--- src/rtl/poly_drawer.sv ---
// poly_drawer: draws one closed polygon as a chain of Bresenham edges onto a pixel-write port.
// Latency: ROM address of vertex 0 one cycle after start, first pixel six cycles after start, then one pixel per cycle.
// Backpressure: none; the pixel port is always ready and start is ignored while a draw is in progress.
// Ports: start/shape_base/num_vertices/origin_x/origin_y/colour request a draw; vertex_addr/vertex_data
//        read the synchronous shape ROM; x/y/colour_out/plot write pixels; busy and draw_done report progress.
module poly_drawer #(
  parameter int ADDR_W   = 8,
  parameter int SCREEN_W = 160,
  parameter int SCREEN_H = 120
) (
  input  logic              clk,
  input  logic              reset,
  input  logic              start,
  input  logic [ADDR_W-1:0] shape_base,
  input  logic [4:0]        num_vertices,
  input  logic [7:0]        origin_x,
  input  logic [6:0]        origin_y,
  input  logic [2:0]        colour,
  output logic [ADDR_W-1:0] vertex_addr,
  input  logic [15:0]       vertex_data,
  output logic [7:0]        x,
  output logic [6:0]        y,
  output logic [2:0]        colour_out,
  output logic              plot,
  output logic              busy,
  output logic              draw_done
);

  typedef enum logic [3:0] {
    S_IDLE, S_FETCH_A, S_LOAD_A, S_FETCH_B, S_LOAD_B,
    S_LINE_INIT, S_LINE_STEP, S_NEXT_EDGE, S_DONE
  } state_t;

  state_t              state, state_nxt;
  logic [ADDR_W-1:0]   base_r, base_nxt;
  logic [4:0]          num_r, num_nxt, idx, idx_nxt;
  logic [7:0]          ox_r, ox_nxt;
  logic [6:0]          oy_r, oy_nxt;
  logic [2:0]          col_r, col_nxt;
  logic                closing, closing_nxt;
  logic signed [9:0]   cx, cy, x1, y1, v0x, v0y;
  logic signed [9:0]   cx_nxt, cy_nxt, x1_nxt, y1_nxt, v0x_nxt, v0y_nxt;
  logic signed [10:0]  ddx, ddy, err, ddx_nxt, ddy_nxt, err_nxt;
  logic                sx_neg, sy_neg, sx_neg_nxt, sy_neg_nxt;
  logic                plot_r, plot_nxt;

  // Screen position of the vertex arriving from ROM: zero-extended origin plus sign-extended offset.
  logic signed [9:0] vx, vy;
  assign vx = $signed({2'b00, ox_r}) + $signed({{2{vertex_data[15]}}, vertex_data[15:8]});
  assign vy = $signed({3'b000, oy_r}) + $signed({{2{vertex_data[7]}}, vertex_data[7:0]});

  logic signed [10:0] dx_raw, dy_raw;
  assign dx_raw = {x1[9], x1} - {cx[9], cx};
  assign dy_raw = {y1[9], y1} - {cy[9], cy};

  logic signed [11:0] e2, ddx_w, ddy_w;
  logic               step_x, step_y;
  assign e2     = {err, 1'b0};
  assign ddx_w  = {ddx[10], ddx};
  assign ddy_w  = {ddy[10], ddy};
  assign step_x = (e2 >= ddy_w);
  assign step_y = (e2 <= ddx_w);

  logic [5:0] idx_inc;
  assign idx_inc = {1'b0, idx} + 6'd1;

  always_comb begin
    vertex_addr = '0;
    if (state == S_FETCH_A)      vertex_addr = base_r;
    else if (state == S_FETCH_B) vertex_addr = base_r + ADDR_W'(idx);
  end

  always_comb begin
    state_nxt   = state;
    base_nxt    = base_r;
    num_nxt     = num_r;
    ox_nxt      = ox_r;
    oy_nxt      = oy_r;
    col_nxt     = col_r;
    idx_nxt     = idx;
    closing_nxt = closing;
    cx_nxt      = cx;
    cy_nxt      = cy;
    x1_nxt      = x1;
    y1_nxt      = y1;
    v0x_nxt     = v0x;
    v0y_nxt     = v0y;
    ddx_nxt     = ddx;
    ddy_nxt     = ddy;
    err_nxt     = err;
    sx_neg_nxt  = sx_neg;
    sy_neg_nxt  = sy_neg;
    case (state)
      S_IDLE: begin
        if (start) begin
          base_nxt    = shape_base;
          num_nxt     = num_vertices;
          ox_nxt      = origin_x;
          oy_nxt      = origin_y;
          col_nxt     = colour;
          idx_nxt     = 5'd1;
          closing_nxt = 1'b0;
          state_nxt   = (num_vertices == 5'd0) ? S_DONE : S_FETCH_A;
        end
      end
      S_FETCH_A: state_nxt = S_LOAD_A;
      S_LOAD_A: begin
        cx_nxt    = vx;
        cy_nxt    = vy;
        v0x_nxt   = vx;
        v0y_nxt   = vy;
        state_nxt = S_FETCH_B;
      end
      S_FETCH_B: state_nxt = S_LOAD_B;
      S_LOAD_B: begin
        // A single-vertex shape has only the closing edge v0->v0; the fetched word is discarded.
        if (num_r == 5'd1) begin
          x1_nxt      = v0x;
          y1_nxt      = v0y;
          closing_nxt = 1'b1;
        end else begin
          x1_nxt = vx;
          y1_nxt = vy;
        end
        state_nxt = S_LINE_INIT;
      end
      S_LINE_INIT: begin
        ddx_nxt    = dx_raw[10] ? -dx_raw : dx_raw;
        ddy_nxt    = dy_raw[10] ? dy_raw : -dy_raw;
        err_nxt    = ddx_nxt + ddy_nxt;
        sx_neg_nxt = dx_raw[10];
        sy_neg_nxt = dy_raw[10];
        state_nxt  = S_LINE_STEP;
      end
      S_LINE_STEP: begin
        if (cx == x1 && cy == y1) begin
          state_nxt = S_NEXT_EDGE;
        end else begin
          // Both axis tests use the pre-update e2, so a diagonal move is a single step.
          err_nxt = err + (step_x ? ddy : 11'sd0) + (step_y ? ddx : 11'sd0);
          if (step_x) cx_nxt = cx + (sx_neg ? -10'sd1 : 10'sd1);
          if (step_y) cy_nxt = cy + (sy_neg ? -10'sd1 : 10'sd1);
        end
      end
      S_NEXT_EDGE: begin
        cx_nxt  = x1;
        cy_nxt  = y1;
        idx_nxt = idx_inc[4:0];
        if (closing) begin
          state_nxt = S_DONE;
        end else if (idx_inc < {1'b0, num_r}) begin
          state_nxt = S_FETCH_B;
        end else begin
          x1_nxt      = v0x;
          y1_nxt      = v0y;
          closing_nxt = 1'b1;
          state_nxt   = S_LINE_INIT;
        end
      end
      S_DONE:  state_nxt = S_IDLE;
      default: state_nxt = S_IDLE;
    endcase
    // plot is registered from the next-cycle position so it lines up with the cx/cy registers.
    plot_nxt = (state_nxt == S_LINE_STEP) &&
               !cx_nxt[9] && (int'(cx_nxt) < SCREEN_W) &&
               !cy_nxt[9] && (int'(cy_nxt) < SCREEN_H);
  end

  always_ff @(posedge clk or posedge reset) begin
    if (reset) begin
      state   <= S_IDLE;
      base_r  <= '0;
      num_r   <= '0;
      ox_r    <= '0;
      oy_r    <= '0;
      col_r   <= '0;
      idx     <= '0;
      closing <= 1'b0;
      cx      <= '0;
      cy      <= '0;
      x1      <= '0;
      y1      <= '0;
      v0x     <= '0;
      v0y     <= '0;
      ddx     <= '0;
      ddy     <= '0;
      err     <= '0;
      sx_neg  <= 1'b0;
      sy_neg  <= 1'b0;
      plot_r  <= 1'b0;
    end else begin
      state   <= state_nxt;
      base_r  <= base_nxt;
      num_r   <= num_nxt;
      ox_r    <= ox_nxt;
      oy_r    <= oy_nxt;
      col_r   <= col_nxt;
      idx     <= idx_nxt;
      closing <= closing_nxt;
      cx      <= cx_nxt;
      cy      <= cy_nxt;
      x1      <= x1_nxt;
      y1      <= y1_nxt;
      v0x     <= v0x_nxt;
      v0y     <= v0y_nxt;
      ddx     <= ddx_nxt;
      ddy     <= ddy_nxt;
      err     <= err_nxt;
      sx_neg  <= sx_neg_nxt;
      sy_neg  <= sy_neg_nxt;
      plot_r  <= plot_nxt;
    end
  end

  assign x          = cx[7:0];
  assign y          = cy[6:0];
  assign colour_out = col_r;
  assign plot       = plot_r;
  // busy drops in the draw_done cycle so the controller can issue the next start right after it.
  assign busy       = (state != S_IDLE) && (state != S_DONE);
  assign draw_done  = (state == S_DONE);

endmodule

--- config.mk ---
export PLATFORM = sky130hd
export DESIGN_NAME = poly_drawer
export DESIGN_NICKNAME = d
export VERILOG_FILES = /design/src/rtl/poly_drawer.sv
export SDC_FILE = /design/constraint.sdc
export NUM_CORES = 1
export LEC_CHECK = 0
export ABC_AREA = 1
export CORE_UTILIZATION = 35
export CTS_BUF_LIST = sky130_fd_sc_hd__clkbuf_4
export DETAILED_ROUTE_END_ITERATION = 12
export SETUP_SLACK_MARGIN = 0.5
export SKIP_LAST_GASP = 1
export SYNTH_ARGS = -nofsm -noshare
export SYNTH_HDL_FRONTEND = slang
export SYNTH_SLANG_ARGS = --single-unit
--- constraint.sdc ---
create_clock -name clk -period 11.2 [get_ports clk]
set_input_delay 2.8 -clock clk [delete_from_list [all_inputs] [get_ports clk]]
set_output_delay 2.8 -clock clk [all_outputs]
set_load 0.01 [all_outputs]
== Word level (Yosys, flattened, before mapping) ==
Cells that the tools add are included.
Storage, ports and cells
  bits in registers: 137
  output and inout port bits: 29
  logic and storage cells: 113
Operators by class
  $add $sub $neg: 13
  order comparisons: 5
  eq/ne operators: 18
  mux-type cells: 37
  reduce and logical (&&, ||, !) cells: 20
Operators by type and width (count)
  $mux 10: 12
  $pmux 10 s3: 2
  $mux 11: 5
  $pmux 10 s2: 2
  $add 11x11->11: 3
  $pmux 4 s8: 1
  $neg 11->11: 2
  $pmux 11 s2: 1
  $sub 10x10->11: 2
  $add 10x10->10: 2
  $eq 10x10->1: 2
  $eq 4x3->1 const B: 5
  $mux 4: 4
  $mux 8: 2
  $ge 12x11->1: 1
  $le 12x11->1: 1
  $add 9x8->10: 1
  $lt 10x8->1 const B: 1
  $lt 10x9->1 const B: 1
  $ne 2x2->1 const B: 5
  $pmux 5 s2: 1
  $add 8x8->9: 1
  $add 8x5->8: 1
  $eq 4x2->1 const B: 2
  other kinds (19): 33

== Longest topological paths before layout ==
  depth in word-level cells: 10
  mapped depth: 28
  depth with buffers taken out: 27

== Worst setup path before layout ==
OpenSTA, ideal clock, no wires.
  path kind: reg2out
  start point: reg idx[0]
  end point: out vertex_addr[6]
  data arrival time: 1.836 ns
  setup slack: 6.564 ns
  cell stages (with the launch flop): 10
  path through: dfrtp_1 > ha_1 > fa_1 > nand2_1 > nand2_1 > a21oi_1 > or2_2 > a21oi_1 > and3_1 > nor3_1
Between the ends
  cells in the longest elaborated chain, start to end: 3
Ends and longest elaborated chain
  from (decl): RTL line 36  | logic [4:0] num_r, num_nxt, idx, idx_nxt;
  from (signal assigned): RTL line 198  | idx <= idx_nxt;
  $add 8x5->8: RTL line 70  | else if (state == S_FETCH_B) vertex_addr = base_r + ADDR_W'(idx);
  $mux 8: RTL line 70
  $mux 8: RTL line 69  | if (state == S_FETCH_A) vertex_addr = base_r;
  to (decl): RTL line 19  | output logic [ADDR_W-1:0] vertex_addr,
Every way passes these cells.

== Worst setup path in the final report ==
Same ends and word-level chain as after synthesis.

==> reports/results.tsv <==
metric	value	unit
status	finished clean	
tritoncts	done	
path_class	flop to primary output	
cts_made_buffers	17	
ys.warnings.count	0	
fmax	172	MHz
synth_cell_types	59	
die_area	33100	sq um
antenna_found_initial	1	
die_y	182	um
cts_setup_buffers	0	
area_growth	11.9	%
tightest_slew	0.867	ns
syn_area	11300	sq um
track_usage	0.182	
routedWlPerCell	14.1	um
final_antenna_net_count	0	
syn_avg_cell_area	7.24	sq um
rr_endpoint	err[9]	
cts_sinks	135	
drive_gt1_frac	0.0661	
initial_core_util	0.357	
syn_nets	1739	
hold_class	flop to flop	
portBuffers	78	
slew_headroom	0.422	
synth_top_cell_by_area	dfrtp_1	
synth_top_area_frac	0.298	
vias	9971	
clkTransAtPathRegs	0.14	ns
nets	1795	
finalSetupViolations	0	
arrival	3.02	ns
clock_path_buffers	2	
start_kind	flop	
vias_per_cell	4.89	
drv_slew	0	
synthTopCellsByArea	dfrtp_1, nand2_1, ha_1	
async_flop_share	1.00	
ys_seq_elements	135	
coreArea	31700	sq um
r2r_slack	6.87	ns
grt_pass1_wl	48.5	mm
wl	28.7	mm
ys.flop_type	dfrtp_1	
remaining_drc_errors	0	
first_pass_iters	4	
syn_inst	1565	
worst-r2r-cell-count	23	
finClkSkew	0.0211	ns
grt_max_degree	73	
synth_most_common_cell	nand2_1	
ctsResizeCount	0	
multi_input_area	6730	sq um
io_pins	79	
reg2reg_from	ddx[10]	
cts-root-buf	clkbuf_4	
fin_crit	5.82	ns
drt_iter0_drc	588	
ys_seq_area_frac	0.298	
grt_pass1_vias	9879	
htree_levels	4	
hold-path-endpoint	v0x[7]	
synth.top_cells.by_count	nand2_1, inv_1, dfrtp_1	
rsz0062_at_grt	no	
cp-end-kind	primary output	
synth_edf_count	0	
worst-path-max-fanout	7	
dpl.hpwl	22.7	mm
worst_ep_required_time	8.40	ns
final_hold_viol_count	0	
ff_latch_area	3380	sq um
die_w	182	um
setup-tns-final	0	ns
gp_congestion	0.966	
nFillCells	3318	
hold_path_depth	2	
cts_hold_buf	0	
min-delay-start	v0x[7]	
drv_cap	0	
grt-ovfl-total	0	
rows	65	
period_share	0.519	
clock_latency	0.55	ns
==> kinds of logic after synthesis <==
kind of cell / count (synthesis) / synth area share
AO/OA/AOI/OAI: 230 / 0.123
XOR/XNOR: 61 / 0.0505
adder cells (fa/ha/maj): 124 / 0.150
buffers and inverters: 305 / 0.108
flip-flops: 135 / 0.298
AND/OR/NAND/NOR: 710 / 0.271
==> state kept, by name, indices dropped and copies added, names as in the netlist, 5 cells and up <==
register and cells:
cy 10, base_r 8, x1 10, ox_r 8, cx 10, oy_r 7, y1 9, ddx 11
err 11, v0y 9, v0x 10, ddy 11, num_r 5, idx 5
==> critical path, stage by stage (launching register included) <==
cell and delay, ns:
dfrtp_1 0.50, ha_1 0.25, fa_1 0.38, nand2_1 0.09
nand2_1 0.06, a21oi_1 0.14, or2_2 0.14, a21oi_1 0.06
and3_1 0.14, nor3_1 0.13, clkdlybuf4s50_1 0.56
==> cell usage in the layout (no fill, tap or decap), drive strengths merged, types with 4 or more instances in the layout <==
master | Yosys | routed
nand4 | 26 | 26
o2111ai | 6 | 6
nand2 | 448 | 448
dfrtp | 135 | 135
fa | 19 | 19
inv | 258 | 261
a31oi | 27 | 27
o211ai | 13 | 13
o21bai | 6 | 6
xnor2 | 13 | 13
nor2 | 107 | 107
a21oi | 73 | 73
buf | 34 | 6
nor3 | 16 | 16
clkinv | 0 | 7
clkbuf | 13 | 18
nand3 | 90 | 90
clkdlybuf4s50 | 0 | 78
o21a | 4 | 4
or2 | 15 | 15
o21ai | 79 | 79
xor2 | 48 | 48
a21o | 4 | 4
ha | 105 | 105
==> layout make-up <==
class,count,area share
multi-input combinational,1125,0.531
sequential,135,0.267
inverter,258,0.0768
clock inverter,14,0.00997
clock buffer,18,0.0107
antenna,2,0.000395
tap,402,0.0397
timing repair buffer,84,0.0651
==> metal layers <==
layer	global-route usage	up-vias	wire length, um
met5	0	-	0
met4	0.0508	0	547
met3	0.0225	30	869
met2	0.321	165	14000
met1	0.232	4632	13300
li1	-	5144	-
==> worst max-delay path by stage <==
stage	start	endpoint	slack, ns	depth (start not counted)
after floorplan	reset	base_r[0]	4.79	1
after global placement	vertex_data[0]	plot	5.90	19
after detailed placement	vertex_data[0]	plot	5.93	19
after CTS	idx[0]	vertex_addr[6]	5.33	10
after global routing	idx[2]	vertex_addr[5]	5.17	13
final	idx[0]	vertex_addr[6]	5.38	10
==> metrics by stage <==
| stage | hold slack, ns | utilization | worst slack, ns | cell area [sq um] | std cells |
|---|---|---|---|---|---|
| floorplan | 0.442 | - | 4.79 | 11300 | 1565 |
| global placement | 0.457 | 0.391 | 5.90 | 12400 | 2004 |
| detailed placement | 0.462 | 0.391 | 5.93 | 12400 | 2004 |
| CTS | 0.494 | 0.399 | 5.33 | 12700 | 2036 |
| global route | 0.522 | 0.400 | 5.17 | 12700 | 2038 |
| finish | 0.490 | 0.400 | 5.38 | 12700 | 2038 |
Power is not shown: default switching activity piles up to over one toggle a cycle in this logic, so the estimate is an artifact.
